## config.mk

```make
export PLATFORM = sky130hd
export DESIGN_NAME = load_store_unit
export DESIGN_NICKNAME = d
export VERILOG_FILES = /design/src/rtl/load_store_unit.sv
export SDC_FILE = /design/constraint.sdc
export NUM_CORES = 1
export LEC_CHECK = 0
export CORE_MARGIN = 8
export CORE_UTILIZATION = 48
export CTS_CLUSTER_SIZE = 28
export DETAILED_ROUTE_END_ITERATION = 6
export PLACE_DENSITY = 0.92
export SETUP_SLACK_MARGIN = 0.1
export SYNTH_ARGS = -nofsm -noshare
export SYNTH_HDL_FRONTEND = slang
export SYNTH_SLANG_ARGS = --single-unit
```

## constraint.sdc

```tcl
create_clock -name clk -period 3.1 [get_ports clk]
set_clock_uncertainty 0.05 [all_clocks]
set_input_delay 0.62 -clock clk [delete_from_list [all_inputs] [get_ports clk]]
set_output_delay 0.62 -clock clk [all_outputs]
set_load 0.05 [all_outputs]
```

## src/rtl/load_store_unit.sv

```systemverilog
// rtl/load_store_unit.sv - CPU load/store unit with lane placement, load extension and ack timeout; optional macro LSU_MISALIGN_EXC_EN faults misaligned accesses
module load_store_unit #(
  parameter int DATA_W  = 32,
  parameter int ADDR_W  = 32,
  parameter int TIMEOUT = 16
) (
  input  logic                clk,
  input  logic                reset,
  input  logic                req_valid,
  output logic                req_ready,
  input  logic                req_we,
  input  logic [1:0]          req_size,
  input  logic                req_signed,
  input  logic [ADDR_W-1:0]   req_addr,
  input  logic [DATA_W-1:0]   req_wdata,
  output logic                mem_req,
  output logic                mem_we,
  output logic [ADDR_W-1:0]   mem_addr,
  output logic [DATA_W/8-1:0] mem_be,
  output logic [DATA_W-1:0]   mem_wdata,
  input  logic                mem_ack,
  input  logic [DATA_W-1:0]   mem_rdata,
  output logic                rsp_valid,
  output logic [DATA_W-1:0]   rsp_rdata,
  output logic                rsp_err
);

  localparam int NB = DATA_W / 8;
  localparam int LW = $clog2(NB);

  typedef enum logic [1:0] {IDLE, ACCESS, RESP} state_t;

  state_t              state_q, state_d;
  logic [7:0]          cnt_q, cnt_d;
  logic                we_q, we_d;
  logic [1:0]          size_q, size_d;
  logic                signed_q, signed_d;
  logic [LW-1:0]       lane_q, lane_d;
  logic [ADDR_W-1:0]   addr_q, addr_d;
  logic [NB-1:0]       be_q, be_d;
  logic [DATA_W-1:0]   wdata_q, wdata_d;
  logic [DATA_W-1:0]   rdata_q, rdata_d;
  logic                err_q, err_d;

  // Request decode: byte count, force-aligned lane, enables, replicated store data
  logic [3:0]          req_nbytes;
  logic [LW-1:0]       req_lane;
  logic [NB-1:0]       req_be_base;
  logic [NB-1:0]       req_be;
  logic [DATA_W-1:0]   req_wrep;
  logic                req_dword_bad;
  logic                req_misalign;

  assign req_nbytes    = 4'd1 << req_size;
  // Clearing the low lane bits to the access size gives the force-aligned lane
  assign req_lane      = req_addr[LW-1:0] & ~LW'(req_nbytes - 4'd1);
  assign req_be        = req_be_base << req_lane;
  assign req_dword_bad = (DATA_W == 32) && (req_size == 2'b11);

`ifdef LSU_MISALIGN_EXC_EN
  assign req_misalign  = |(req_addr[2:0] & 3'(req_nbytes - 4'd1));
`else
  assign req_misalign  = 1'b0;
`endif

  // Build the unshifted enable mask and replicate sized store data into every lane group
  always_comb begin
    req_be_base = '0;
    req_wrep    = '0;
    for (int i = 0; i < NB; i++) begin
      req_be_base[i] = (4'(i) < req_nbytes);
      case (req_size)
        2'b00:   req_wrep[8*i +: 8] = req_wdata[7:0];
        2'b01:   req_wrep[8*i +: 8] = req_wdata[8*(i%2) +: 8];
        2'b10:   req_wrep[8*i +: 8] = req_wdata[8*(i%4) +: 8];
        default: req_wrep[8*i +: 8] = req_wdata[8*i +: 8];
      endcase
    end
  end

  // Load path: shift the addressed lanes down, then zero/sign fill above the field
  logic [3:0]          ld_nbytes;
  logic [DATA_W-1:0]   ld_shift;
  logic                ld_sign;
  logic [DATA_W-1:0]   ld_data;

  assign ld_nbytes = 4'd1 << size_q;
  assign ld_shift  = mem_rdata >> {lane_q, 3'b000};

  // Pick the field's top bit and extend it over the unused upper bytes
  always_comb begin
    ld_data = '0;
    case (size_q)
      2'b00:   ld_sign = ld_shift[7];
      2'b01:   ld_sign = ld_shift[15];
      2'b10:   ld_sign = ld_shift[31];
      default: ld_sign = ld_shift[DATA_W-1];
    endcase
    for (int i = 0; i < NB; i++) begin
      ld_data[8*i +: 8] = (4'(i) < ld_nbytes) ? ld_shift[8*i +: 8] : {8{signed_q & ld_sign}};
    end
  end

  // Next-state and datapath update for the IDLE/ACCESS/RESP sequence
  always_comb begin
    state_d  = state_q;
    cnt_d    = cnt_q;
    we_d     = we_q;
    size_d   = size_q;
    signed_d = signed_q;
    lane_d   = lane_q;
    addr_d   = addr_q;
    be_d     = be_q;
    wdata_d  = wdata_q;
    rdata_d  = rdata_q;
    err_d    = err_q;
    case (state_q)
      IDLE: begin
        cnt_d = '0;
        if (req_valid) begin
          we_d     = req_we;
          size_d   = req_size;
          signed_d = req_signed;
          lane_d   = req_lane;
          addr_d   = req_addr & ~ADDR_W'(NB - 1);
          be_d     = req_be;
          wdata_d  = req_wrep;
          rdata_d  = '0;
          err_d    = 1'b0;
          // Illegal size or faulted misalignment answers without touching memory
          if (req_dword_bad || req_misalign) begin
            err_d   = 1'b1;
            state_d = RESP;
          end else begin
            state_d = ACCESS;
          end
        end
      end
      ACCESS: begin
        if (mem_ack) begin
          state_d = RESP;
          err_d   = 1'b0;
          rdata_d = we_q ? '0 : ld_data;
        end else if (cnt_q == 8'(TIMEOUT - 1)) begin
          state_d = RESP;
          err_d   = 1'b1;
          rdata_d = '0;
        end else begin
          cnt_d = cnt_q + 8'd1;
        end
      end
      RESP:    state_d = IDLE;
      default: state_d = IDLE;
    endcase
  end

  // State and datapath registers, cleared immediately by reset
  always_ff @(posedge clk or negedge reset) begin
    if (!reset) begin
      state_q  <= IDLE;
      cnt_q    <= '0;
      we_q     <= 1'b0;
      size_q   <= '0;
      signed_q <= 1'b0;
      lane_q   <= '0;
      addr_q   <= '0;
      be_q     <= '0;
      wdata_q  <= '0;
      rdata_q  <= '0;
      err_q    <= 1'b0;
    end else begin
      state_q  <= state_d;
      cnt_q    <= cnt_d;
      we_q     <= we_d;
      size_q   <= size_d;
      signed_q <= signed_d;
      lane_q   <= lane_d;
      addr_q   <= addr_d;
      be_q     <= be_d;
      wdata_q  <= wdata_d;
      rdata_q  <= rdata_d;
      err_q    <= err_d;
    end
  end

  assign req_ready = (state_q == IDLE);
  assign mem_req   = (state_q == ACCESS);
  assign mem_we    = mem_req & we_q;
  assign mem_be    = mem_req ? be_q : '0;
  assign mem_addr  = addr_q;
  assign mem_wdata = wdata_q;
  assign rsp_valid = (state_q == RESP);
  assign rsp_err   = rsp_valid & err_q;
  assign rsp_rdata = rsp_valid ? rdata_q : '0;

endmodule
```

* Yosys cells after proc, flatten, opt, wreduce, memory -nomap -nowiden
Index checks and enable logic that the tools add are counted.
** Word-level totals
- Flip-flop bits (word level) :: 115
- Word-level logic and storage cells :: 77
- Output and inout bits :: 105
- Input bits :: 104
** Cells by class
- Reduce and logical (&&, ||, !) cells :: 9
- Add/subtract/negate cells :: 2
- Eq/ne operators :: 10
- Magnitude comparators :: 8
- Multiplexer cells :: 28
- Shift-type cells :: 4
- Bitwise operators :: 5
** Operators with widths (number)
- 32-bit 2-to-1 mux :: 5
- 8-bit 2-to-1 mux :: 8
- 32-bit case mux with 2 select lines :: 1
- 8-bit case mux with 2 select lines :: 2
- 32-bit by 5-bit >> shifter with 32-bit output :: 1
- 1-bit by 4-bit less-than comparator with 1-bit output (first input constant) :: 4
- 2-bit by 4-bit less-than comparator with 1-bit output (first input constant) :: 4
- 8-bit by 1-bit adder with 8-bit output (second input constant) :: 1
- 8-bit by 4-bit equality test with 1-bit output (second input constant) :: 1
- 2-bit 2-to-1 mux :: 4
- 1-bit by 2-bit << shifter with 4-bit output (first input constant) :: 2
- 2-bit by 1-bit equality test with 1-bit output (second input constant) :: 3
- 2-bit logical NOT :: 3
- 2-bit != test (second input constant) :: 3
- 3-bit AND reduction :: 2
- 2-bit equality test (second input constant) :: 2
- 1-bit 2-to-1 mux :: 4
- 4-bit 2-to-1 mux :: 1
- 1-bit case mux with 2 select lines :: 2
- 2-bit case mux with 2 select lines :: 1
- 2-bit AND reduction :: 2
- 4-bit by 2-bit << shifter with 4-bit output :: 1
- 1-bit AND :: 3
- 3-bit by 1-bit != test with 1-bit output (second input constant) :: 1
- other kinds (5) :: 5

* Depth between registers and ports, before layout
Gate-level depths: netlist of run 1.
- Depth after elaboration :: 7
- Mapped depth :: 9
- Mapped depth without buffers :: 7

* Worst setup path after synthesis of run 1
Ideal clock, no wire load.
- Path type :: register to output
- From :: register state_q[1]
- To :: output rsp_rdata[22]
- Buffers on the path :: 2
- Slack :: 0.429 ns
- Data required time :: 2.430 ns
- Cell stages (with the launch flop) :: 5
- Data arrival time :: 2.001 ns
- Cell sequence :: dfrtp_1 -> clkbuf_1 -> nor2b_1 -> clkbuf_1 -> and2_1
** Between the ends
- Cells in the longest elaborated chain, start to end :: 2
** Ends and longest elaborated chain
- start, declared :: RTL line 33 : state_t state_q, state_d;
- start signal, assigned :: RTL line 172 : state_q <= state_d;
- 2-bit equality test :: RTL line 192 : assign rsp_valid = (state_q == RESP);
- named net rsp_valid :: RTL line 23 : output logic rsp_valid,
- 32-bit 2-to-1 mux :: RTL line 194 : assign rsp_rdata = rsp_valid ? rdata_q : '0;
- end, declared :: RTL line 24 : output logic [DATA_W-1:0] rsp_rdata,
The timed path passes the listed nets, and every way through them passes these cells.

* Worst setup path in the final report of run 1
- From :: register state_q[0]
- To :: output req_ready
** Between the ends
- Cells in the longest elaborated chain, start to end :: 1
** Ends and longest elaborated chain
- 2-bit logical NOT :: RTL line 186 : assign req_ready = (state_q == IDLE);
- end, declared :: RTL line 10 : output logic req_ready,
Every way passes these cells.

==> metrics.yaml, run 1 <==
placed_design:
  hpwl_um: 14500
  dp_cells: 927
  port_buffers: 206
  place.gp.congestion: 0.903
  placed_cell_area_sq_mm: 0.00824
setup_path:
  required_ns: 2.43
  crit_chain: "or2_1 -> inv_2 -> clkdlybuf4s50_1"
  cp-start-kind: "flop"
  arrival_ns: 2.24
  crit_start: "state_q[0]"
  crit_buf_inv: 2
  critical_path.max_fanout: 15
  cp_top_family: "buffers and inverters"
  slowest_stage: "clkdlybuf4s50_1"
  r2r-start: "cnt_q[0]"
  cpPeakStageDelay_ns: 0.81
  critical_path_class: "reg2out"
  end_kind: "output pin"
synthesis:
  syn-cell-area_sq_mm: 0.00568
  synthAdderAreaFrac: 0.00661
  async_reset_ff_frac: 1.00
  synthMuxAreaShare: 0.0800
  synth_top_family_by_area: "simple AND/OR/NAND/NOR gates"
  synth_xor_area_frac: 0.00154
  synthSimpleGateAreaFrac: 0.233
  yosys_register_bits: 115
  yosys.area.top_type: "dfrtp_1"
  synth_top_area_frac: 0.507
  synthCells: 599
  synth_compound_area_frac: 0.138
  synth_ff_type: "dfrtp_1"
  yosys-top-cells-area: "dfrtp_1 (51%), nand2_1 (11%), mux2i_1 (5.8%)"
  synth_edf_count: 0
  ys_warn_count: 0
  yosys.cell_types.count: 52
  avgSynthCellArea_sq_um: 9.48
  ys_seq_area_frac: 0.507
timing:
  fmax_ghz: 0.343
  setup_violations: 0
  rsz0062_at_grt: "false"
  tightest_slew_ns: 1.07
  fin_crit_sh: 0.939
  finalHoldViolCount: 0
  finalCriticalPeriod_ns: 2.91
  fin_setup_tns_ns: 0
  slew_headroom: 0.284
  maxSlewViolCount: 0
power:
  p_leak_nw: 4.15
  power.density_mw_per_mm2: 1030
  p_sw_frac: 0.451
  switchingPower_w: 0.00413
  vdd_drop_max_uv: 924
  comb_power_share: 0.491
  total_power_w: 0.00917
  p_seq_frac: 0.284
  intPower_w: 0.00503
  pwr-share-clk: 0.225
clock_network:
  cts_root_buffer: "clkbuf_16"
  cts_made_buffers: 17
  cts.clk_slew.worst_paths_ns: 0.05
  clk_path_buf_depth: 2
  cts_max_level: 4
  tritoncts: "yes"
  clk_latency_ns: 0.41
  postCtsSetupRepairBufs: 0
  cts_sinks: 115
layout:
  areaGrowthSynthToFinish_pct: 56.1
  stdcell_count: 959
  num_antenna_cells: 0
  layout_common_cells: "nand2_1 (171), clkdlybuf4s50_1 (165), dfrtp_1 (115)"
  finalCoreUtilization: 0.773
  nets: 910
  stdcell_area_sq_mm: 0.00886
  drive_gt1_frac: 0.124
  nFillCells: 690
  layout_commonest_cell: "nand2_1"
die:
  start_util: 0.495
  dieWidth_um: 125
  core_area_sq_mm: 0.0115
  die_area_sq_mm: 0.0156
  fp.dieH_um: 125
  ios: 209
  rows: 39
routing:
  vias_per_cell: 5.77
  via_count: 5531
  dr.pass1.iters: 6
  detail_route.wl_per_cell_um: 20.7
  antenna_left: 0
  drc_errors: 0
  drt-initial-drc-count: 567
  routed_wl_um: 19800
hold_path:
  hold_path_class: "in2async"
status:
  outcome: "complete, no violations"
global_routing:
  grt_pass1_vias: 5862
  grt_remaining_overflow: 0
  grt_pass1_wl_um: 31500
  grt_usage: 0.250
  grt_start_max_net_pins: 51
  antenna_found_initial: 0
flow_run:
  drv_cap: 0
==> flip-flops by register name, summed over array words and instances (netlist names) <==
signal     flops
be_q           4
cnt_q          8
err_q          1
lane_q         2
mem_addr      30
mem_wdata     32
rdata_q       32
signed_q       1
size_q         2
state_q        2
we_q           1
==> final cells by class <==
type	count	area (sq um)	area share
Clock buffer	19	443	0.0500
Clock inverter	13	184	0.0208
Inverter	5	18.8	0.00212
Multi-Input combinational cell	440	2610	0.295
Sequential cell	115	2880	0.325
Tap cell	143	179	0.0202
Timing Repair Buffer	224	2540	0.287
==> worst paths after layout <==
check                                to  slack, ns  cells after the start
setup / recovery              req_ready       0.19                      3
hold / removal                 cnt_q[3]       0.16                      1
setup reg to reg            rdata_q[15]       0.61                      5
hold reg to reg             mem_addr[4]       0.43                      2
max in group asynchronous  mem_addr[26]       2.11                      2
min in group clk            mem_addr[4]       0.43                      2
==> power by group through the flow <==
stage	combinational [W]	clock (W)	sequential (W)
6_report	0.00450	0.00206	0.00260
5_1_grt	0.00474	0.00214	0.00266
4_1_cts	0.00452	0.00208	0.00259
3_5_place_dp	0.00449	0	0.00260
3_3_place_gp	0.00438	0	0.00254
2_1_floorplan	0.00155	0	0.00380
==> stage by stage <==
stage               hold WS (ns)  setup WS [ns]
floorplan                  0.274          0.429
global placement           0.407          0.428
detailed placement         0.416          0.315
CTS                        0.177          0.121
global route               0.204          0.127
finish                     0.160          0.189
==> Yosys cell counts (all sizes together), types with 2 or more instances <==
library cell    n
a211o          17
a21oi           6
a221o          17
a221oi          8
a311oi          2
a31oi           4
a32o            7
and2           40
and3            2
buf            18
clkbuf         22
dfrtp         115
ha              3
inv             5
mux2            9
mux2i          33
nand2         172
nand2b          4
nand3           9
nand3b          2
nor2           31
nor2b          11
nor4            2
nor4b           2
o21a            2
o21ai          35
or2             2
or3             2
or4             2
==> routing by layer <==
| layer | GRT usage | up-vias | share of wire |
|---|---|---|---|
| li1 | - | 2471 | - |
| met1 | 0.269 | 2688 | 0.37 |
| met2 | 0.429 | 318 | 0.51 |
| met3 | 0.0860 | 54 | 0.094 |
| met4 | 0.122 | 0 | 0.032 |
| met5 | 0 | - | 0 |
==> what timing repair did <==
| item | in CTS | in global routing |
|---|---|---|
| endpoints found under the hold margin | 0 | 0 |
| hold buffers | 0 | 0 |
| resized for setup | 5 | 1 |
| endpoints found under the setup margin | 5 | 1 |
==> logic make-up after synthesis <==
group,count (synthesis)
fa+ha+maj,3
other cells,1
mux,43
xor+xnor,1
simple gates,286
buf+inv,45
compound gates,105
flops,115
Note: power is estimated with default switching activity, not from simulation.
==> inputs of run 2 (changes only) <==
CTS_CLUSTER_DIAMETER = 100   (was default)
==> results of run 2 <==
No change in the layout: final DEF, timing and power equal those of run 1.
==> inputs of run 3 (changes only) <==
SKIP_LAST_GASP = 1   (was default)
SLEW_MARGIN = 20   (was default)
==> results of run 3 <==
No change in the layout: final DEF, timing and power equal those of run 1.
